--- config.mk ---
export PLATFORM = sky130hd
export DESIGN_NAME = fl_lfsr_frame_gen
export DESIGN_NICKNAME = d
export VERILOG_FILES = /design/src/rtl/fl_gen_pkg.sv /design/src/rtl/fl_gen_lfsr32.sv /design/src/rtl/fl_lfsr_frame_gen.sv
export SDC_FILE = /design/constraint.sdc
export NUM_CORES = 1
export LEC_CHECK = 0
export ABC_AREA = 1
export BUFFER_PORTS_ARGS = -buffer_cell sky130_fd_sc_hd__buf_2
export CAP_MARGIN = 20
export CELL_PAD_IN_SITES_DETAIL_PLACEMENT = 1
export CELL_PAD_IN_SITES_GLOBAL_PLACEMENT = 2
export CORE_ASPECT_RATIO = 1.2
export CORE_MARGIN = 3
export CORE_UTILIZATION = 28
export CTS_CLUSTER_SIZE = 20
export DETAILED_ROUTE_END_ITERATION = 8
export HOLD_SLACK_MARGIN = 0.1
export PLACE_DENSITY_LB_ADDON = 0.15
export SYNTH_ARGS = -nofsm -noshare
export SYNTH_HDL_FRONTEND = slang
export SYNTH_SLANG_ARGS = --single-unit
--- constraint.sdc ---
create_clock -name CLK -period 2.11 [get_ports CLK]
set_input_delay 0.211 -clock CLK [delete_from_list [all_inputs] [get_ports CLK]]
set_output_delay 0.211 -clock CLK [all_outputs]
set_load 0.02 [all_outputs]
--- src/rtl/fl_gen_pkg.sv ---
// Shared types and LFSR helpers for the FrameLink pseudo-random frame generator.
// Optional macro FL_GEN_SEQNUM_EN is consumed by fl_lfsr_frame_gen, not here.
package fl_gen_pkg;

    typedef enum logic [1:0] {
        S_IDLE,
        S_LEN,
        S_SEND,
        S_FIN
    } state_t;

    // x^32 + x^22 + x^2 + x + 1, right-shifting Galois form
    localparam logic [31:0] LFSR_POLY     = 32'h8020_0003;
    localparam logic [31:0] ZERO_SEED_SUB = 32'h0000_0001;

    function automatic logic [31:0] next_lfsr32(input logic [31:0] s);
        return s[0] ? ((s >> 1) ^ LFSR_POLY) : (s >> 1);
    endfunction

endpackage

--- src/rtl/fl_gen_lfsr32.sv ---
// 32-bit Galois LFSR with synchronous load; an all-zero seed is replaced so the
// register can never lock up.
module fl_gen_lfsr32
    import fl_gen_pkg::*;
(
    input  logic        CLK,
    input  logic        RESET,
    input  logic        LOAD,
    input  logic [31:0] SEED_IN,
    input  logic        EN,
    output logic [31:0] STATE
);

    always_ff @(posedge CLK) begin
        if (RESET) begin
            STATE <= '0;
        end else if (LOAD) begin
            STATE <= (SEED_IN == '0) ? ZERO_SEED_SUB : SEED_IN;
        end else if (EN) begin
            STATE <= next_lfsr32(STATE);
        end
    end

endmodule

--- src/rtl/fl_lfsr_frame_gen.sv ---
// FrameLink stimulus source: FRAME_COUNT single-part frames of LFSR length and payload.
// Define FL_GEN_SEQNUM_EN to place the frame index in TX_DATA[31:0] of each SOF word.
module fl_lfsr_frame_gen
    import fl_gen_pkg::*;
#(
    parameter  int unsigned DATA_WIDTH     = 64,
    parameter  int unsigned CNT_WIDTH      = 16,
    parameter  int unsigned MIN_LEN        = 64,
    parameter  int unsigned LEN_RANGE_LOG2 = 6,
    localparam int unsigned REM_W          = $clog2(DATA_WIDTH / 8)
) (
    input  logic                  CLK,
    input  logic                  RESET,
    input  logic [31:0]           SEED,
    input  logic [CNT_WIDTH-1:0]  FRAME_COUNT,
    input  logic                  START,
    output logic                  BUSY,
    output logic                  DONE,
    output logic [DATA_WIDTH-1:0] TX_DATA,
    output logic [REM_W-1:0]      TX_REM,
    output logic                  TX_SOF_N,
    output logic                  TX_SOP_N,
    output logic                  TX_EOF_N,
    output logic                  TX_EOP_N,
    output logic                  TX_SRC_RDY_N,
    input  logic                  TX_DST_RDY_N
);

    localparam int unsigned K        = DATA_WIDTH / 32;
    localparam int unsigned BPW      = DATA_WIDTH / 8;
    localparam int unsigned BPW_LOG2 = $clog2(BPW);
    localparam logic [31:0] LEN_MASK = 32'((64'd1 << LEN_RANGE_LOG2) - 64'd1);

    if ((DATA_WIDTH % 32) != 0 || DATA_WIDTH < 32 || DATA_WIDTH > 256) begin : g_bad_dw
        $error("DATA_WIDTH must be a multiple of 32 in 32..256");
    end
    if (MIN_LEN < 1 || (MIN_LEN + (2 ** LEN_RANGE_LOG2) - 1) > 65535) begin : g_bad_len
        $error("frame length window must lie within 1..65535 bytes");
    end

    state_t                state, state_next;
    logic [CNT_WIDTH-1:0]  frames_total, frame_idx, idx_inc;
    logic [15:0]           words, word_idx, len_bytes, words_calc;
    logic [REM_W-1:0]      rem_r, rem_calc;
    logic [31:0]           seed_eff, len_state, len_step;
    logic [DATA_WIDTH-1:0] lane_data;
    logic                  start_acc, xfer, last_word, frame_last;

    assign seed_eff   = (SEED == '0) ? ZERO_SEED_SUB : SEED;
    assign start_acc  = (state == S_IDLE) && START;
    assign xfer       = (state == S_SEND) && !TX_DST_RDY_N;
    assign last_word  = (word_idx == words - 16'd1);
    assign idx_inc    = frame_idx + CNT_WIDTH'(1);
    assign frame_last = (idx_inc == frames_total);

    // Length is taken from the value the length LFSR steps to during S_LEN
    assign len_step   = next_lfsr32(len_state);
    assign len_bytes  = 16'(MIN_LEN) + 16'(len_step & LEN_MASK);
    assign words_calc = 16'((17'(len_bytes) + 17'(BPW - 1)) >> BPW_LOG2);
    assign rem_calc   = REM_W'(len_bytes - 16'd1);

    for (genvar i = 0; i < K; i++) begin : g_lane
        fl_gen_lfsr32 u_lane (
            .CLK     (CLK),
            .RESET   (RESET),
            .LOAD    (start_acc),
            .SEED_IN (seed_eff + 32'(i)),
            .EN      (xfer),
            .STATE   (lane_data[32*i +: 32])
        );
    end

    fl_gen_lfsr32 u_len (
        .CLK     (CLK),
        .RESET   (RESET),
        .LOAD    (start_acc),
        .SEED_IN (~seed_eff),
        .EN      (state == S_LEN),
        .STATE   (len_state)
    );

    always_ff @(posedge CLK) begin
        if (RESET) begin
            state <= S_IDLE;
        end else begin
            state <= state_next;
        end
    end

    always_comb begin
        state_next = state;
        case (state)
            S_IDLE:  if (START) state_next = S_LEN;
            S_LEN:   state_next = (frames_total == '0) ? S_FIN : S_SEND;
            S_SEND:  if (xfer && last_word) state_next = frame_last ? S_FIN : S_LEN;
            S_FIN:   state_next = S_IDLE;
            default: state_next = S_IDLE;
        endcase
    end

    // Run bookkeeping: frame count, per-frame word geometry, position within frame
    always_ff @(posedge CLK) begin
        if (RESET) begin
            frames_total <= '0;
            frame_idx    <= '0;
            words        <= '0;
            word_idx     <= '0;
            rem_r        <= '0;
        end else begin
            if (start_acc) begin
                frames_total <= FRAME_COUNT;
                frame_idx    <= '0;
            end
            if (state == S_LEN) begin
                words    <= words_calc;
                rem_r    <= rem_calc;
                word_idx <= '0;
            end
            if (xfer) begin
                if (last_word) begin
                    word_idx  <= '0;
                    frame_idx <= idx_inc;
                end else begin
                    word_idx <= word_idx + 16'd1;
                end
            end
        end
    end

    // Outputs decode registered state only, so they hold while the sink stalls
    always_comb begin
        BUSY         = 1'b0;
        DONE         = 1'b0;
        TX_DATA      = '0;
        TX_REM       = '0;
        TX_SOF_N     = 1'b1;
        TX_SOP_N     = 1'b1;
        TX_EOF_N     = 1'b1;
        TX_EOP_N     = 1'b1;
        TX_SRC_RDY_N = 1'b1;
        case (state)
            S_LEN: BUSY = 1'b1;
            S_SEND: begin
                BUSY         = 1'b1;
                TX_SRC_RDY_N = 1'b0;
                TX_DATA      = lane_data;
`ifdef FL_GEN_SEQNUM_EN
                if (word_idx == '0) TX_DATA[31:0] = 32'(frame_idx);
`endif
                TX_SOF_N     = (word_idx != '0);
                TX_SOP_N     = (word_idx != '0);
                TX_EOF_N     = !last_word;
                TX_EOP_N     = !last_word;
                TX_REM       = last_word ? rem_r : '0;
            end
            S_FIN: DONE = 1'b1;
            default: ;
        endcase
    end

endmodule
==> Flow_metrics.wiki <==
{| class="wikitable"
! Metric !! Value
|-
| Outcome || finished with violations
|-
| Failing checks || setup timing
|-
| Critical path's largest stage delay || 330 ps
|-
| Highest fanout seen on the critical path || 5
|-
| Clock tree from TritonCTS || yes
|-
| Unique masters post-synth || 46
|-
| Unrepaired setup endpoints after global routing || yes
|-
| Final Cycle Share || 130%
|-
| Total congestion overflow after global routing || 0
|-
| Worst-skew pair later-pin latency || around 460 ps
|-
| Number of top-level design ports || 126
|-
| Cell row count || 73
|-
| Starting utilization of the core area || 28.6%
|-
| Ant diodes || 0
|-
| Total Routing Usage GR || 22.0%
|-
| Worst setup path category || flip-flop to primary output
|-
| Busiest layer in global routing || met2
|-
| Least setup slack across all paths after layout || -624 ps
|-
| Startpoint of the lowest-slack register-to-register path || words[1]$_SDFFE_PP0P_
|-
| Number of vias per cell || 4.88
|-
| Number of antenna violations at the first check in global routing || 0
|-
| Main combinational cell family by area after synthesis || simple AND/OR/NAND/NOR gates
|-
| Flops & latches, synth || about 150
|-
| Post-synthesis compound-gate area fraction || 20.8%
|-
| WP depth || 16
|-
| Global Route met1 Usage || 25.7%
|-
| Post-synthesis average cell area || 6.29 um^2
|-
| Post-detailed-route DRC marker count || 0
|-
| ANT nets after route || 0
|-
| Via count of the first global-routing pass || 11,500
|-
| Fraction of met3 tracks used by global routing || under 10%
|-
| Peak supply drop || 556 uV
|-
| Overall power after layout || 14.1 mW
|-
| CTS sink count || 154
|-
| Clock H-tree levels || 4
|-
| Critical path origin || words[1]$_SDFFE_PP0P_
|-
| Vertical extent of the die || 208 um
|-
| Wire length of the first global-routing pass || 63,300 um
|-
| Core Footprint || 0.0333 mm^2
|-
| Worst hold margin || 183 ps
|-
| Commonest non-fill, non-tap cells in the layout || nand2_1, o21ai_0, inv_1, buf_4, dfxtp_1
|-
| Kind of end point of the critical path || primary output
|-
| Category of cells accounting for the largest share of critical-path delay || simple AND/OR/NAND/NOR gates
|-
| Most common cell after layout, fill and taps aside || nand2_1
|-
| Arrival time of the worst setup path || 2520 ps
|-
| Crit path capture || TX_REM[2]
|-
| Number of CTS-inserted buffers || 17
|-
| Worst path buffer plus inverter count || 4
|-
| Synthesized Nets || between 1,500 and 2,000
|-
| Share of cell area taken by muxes after synthesis || 0%
|-
| Maximum number of pins on one net before global-route repair || 76
|-
| First drt pass iteration count || 5
|-
| Max Buffers Root-to-Sink || 2
|-
| Final core utilization || 40.0%
|-
| Final estimated routing congestion in global placement || 0.886
|-
| Non-Filler Instances || 2,246
|-
| Post-synthesis cell count || 1,514
|-
| CP Data Required Time || around 1900 ps
|-
| Number of hold violations in the final report || 0
|-
| Setup slack of the most critical reg-to-reg path || -590 ps
|-
| Ordered cell list for the critical path || inv_2, ha_4, nand2_4, nor2_4, ha_4, xor2_1, nand3_1, nor2_1, nand2_1, nor2_2, nand2_2, buf_12, clkinv_8, nand2_8, nor2_4, buf_6
|-
| Area share of xor/xnor cells in the synthesized design || ~4.2%
|-
| Maximum clock frequency || 0.366 GHz
|-
| Worst R2R End || word_idx[7]$_SDFFE_PP0P_
|-
| Total leakage power || 6.15 nW
|-
| Global routing usage on met2 || 40.2%
|-
| Die Footprint || 0.0363 mm^2
|-
| CP Launch Type || flip-flop
|-
| Clk Tree Root Cell || clkbuf_16
|-
| Share of cells above drive strength 1 || between 20% and 30%
|-
| Worst-margin pin slew || 462 ps
|-
| Power per cell area || 1060 mW/mm^2
|-
| Cells after DPL || between 2,000 and 2,500
|-
| Number of design-rule violations left by the first detailed-router iteration || 534
|-
| IO buf count || 125
|-
| Slew margin rel. || 68.4%
|-
| Post-synthesis sequential area ratio || 32.4%
|-
| Number of violations of the max-capacitance limit || 0
|-
| Wire length per cell after detailed routing || ~18 um
|-
| R2R cell count || 19
|-
| Total setup violations reported at the end of the flow || slightly above 40
|-
| Critical-path cell with the highest stage delay || dfxtp_1
|-
| Max-slew violation count || 0
|-
| Wirelength, routed || 40,100 um
|-
| HP Class || input pin to flip-flop
|-
| Yosys Warn Count || 0
|-
| DR vias || 11,000
|-
| Die W || 174 um
|-
| Final clock skew || 10.9 ps
|-
| Net count reported at finish || approximately 1,800
|-
| Area added between synthesis and finish || 40.0%
|-
| Post-route minimum period || 2730 ps
|-
| Sum of negative setup slack || -18,570 ps
|-
| Post-synthesis share of cell area spent on full adders, half adders and majority gates || 1.71%
|-
| Fraction of the mapped netlist area in simple logic gates || 29.0%
|-
| Clock slew seen by the registers of the worst setup and hold paths || 70 ps
|-
| DPL Wire Length || 29,300 um
|-
| Netlist area before placement || 0.00953 mm^2
|}
-- how the worst min path moves through the flow --
stage / from / depth (start not counted) / slack [ps] / endpoint
floorplan: SEED[10] / 2 / 370 / g_lane[0].u_lane.STATE[10]$_SDFFE_PP0P_
global placement: frame_idx[13]$_SDFF_PP0_ / 2 / 470 / frame_idx[13]$_SDFF_PP0_
detailed placement: frame_idx[15]$_SDFF_PP0_ / 2 / 470 / frame_idx[15]$_SDFF_PP0_
CTS: TX_DST_RDY_N / 4 / 140 / frame_idx[15]$_SDFF_PP0_
global route: SEED[25] / 4 / 180 / g_lane[0].u_lane.STATE[25]$_SDFFE_PP0P_
finish: TX_DST_RDY_N / 4 / 180 / frame_idx[15]$_SDFF_PP0_
-- area by class of cell --
| cell class | count | area, um^2 |
|---|---|---|
| clock buffers | 21 | 460 |
| clock inverters | 11 | 240 |
| fillers | 4296 | 20000 |
| inverters | 194 | 744 |
| multi-input cells | 1085 | 5760 |
| flip-flops and latches | 154 | 3090 |
| well taps | 450 | 563 |
| repair buffers | 330 | 2470 |
| repair inverters | 1 | 7.51 |
-- per-layer routing --
| metal | part of all wire, % | up-vias |
|---|---|---|
| met1 | 43 | 5267 |
| met4 | 3.0 | 0 |
| met5 | 0 | - |
| met2 | 52 | 167 |
| met3 | 2.7 | 61 |
| li1 | - | 5461 |
-- synth_stat cells (all sizes together) --
master | count | area share, %
xor2 | 37 | 3.4
o211ai | 5 | 0.39
xnor3 | 2 | 0.47
nor4 | 15 | 1.1
o31ai | 1 | 0.079
a211oi | 1 | 0.079
o21ai | 195 | 10
clkinv | 2 | 0.079
nand3 | 68 | 3.6
xnor2 | 4 | 0.37
nand4 | 15 | 0.99
ha | 13 | 1.7
o21bai | 1 | 0.079
nor3 | 13 | 0.79
buf | 13 | 0.96
nor2 | 117 | 5.1
a2111oi | 2 | 0.18
nor3b | 3 | 0.24
nand3b | 3 | 0.24
a221oi | 5 | 0.46
dfxtp | 154 | 32
o22ai | 9 | 0.59
o221a | 3 | 0.35
a31oi | 27 | 1.8
o221ai | 1 | 0.092
clkbuf | 67 | 3.0
nand2 | 414 | 16
a21oi | 123 | 6.5
inv | 192 | 7.6
bufbuf | 1 | 0.34
or2 | 8 | 0.53
-- state kept, by name, summed over array words and instances, names as in the netlist --
name,count
frame_idx,16
frames_total,16
g_lane.u_lane.STATE,64
rem_r,3
state,2
u_len.STATE,32
word_idx,16
words,5
-- logic make-up (layout without fill, tap and decap cells) --
family / after synthesis / after routing
AOI/OAI and AO/OA: 373 / 373
xor gates and xnor gates: 43 / 43
adders and majority gates: 13 / 13
buffers and inverters: 275 / 557
DFF: 154 / 154
and+or+nand+nor: 656 / 656
-- stage by stage --
step	worst slack [ps]	instance area [um^2]
5_1_grt	-762	13300
6_report	-624	13300
3_3_place_gp	-553	11700
3_5_place_dp	-611	11700
2_1_floorplan	-19.1	9640
4_1_cts	-617	13100
-- tightest hold or removal path: cells and delay by family --
| kind | cells | cell delay, ps |
|---|---|---|
| buffers and inverters | 1 | 160 |
| AO/OA/AOI/OAI | 1 | 50 |
| AND/OR/NAND/NOR | 2 | 180 |
-- repair_timing --
action                     in CTS  in global routing
setup buffers                  22                 12
hold endpoints to repair       16                  0
gates cloned                    4                  0
hold buffers                   16                  0
resized for setup              60                 51
pin swaps                      34                 38
setup endpoints to repair      45                 91
-- power by group --
group          switching [mW]  internal [mW]
clock                    1.36           2.40
combinational            3.73           2.26
sequential              0.581           3.77
total                    5.67           8.43
No activity file was read; power rests on OpenSTA's default activity.
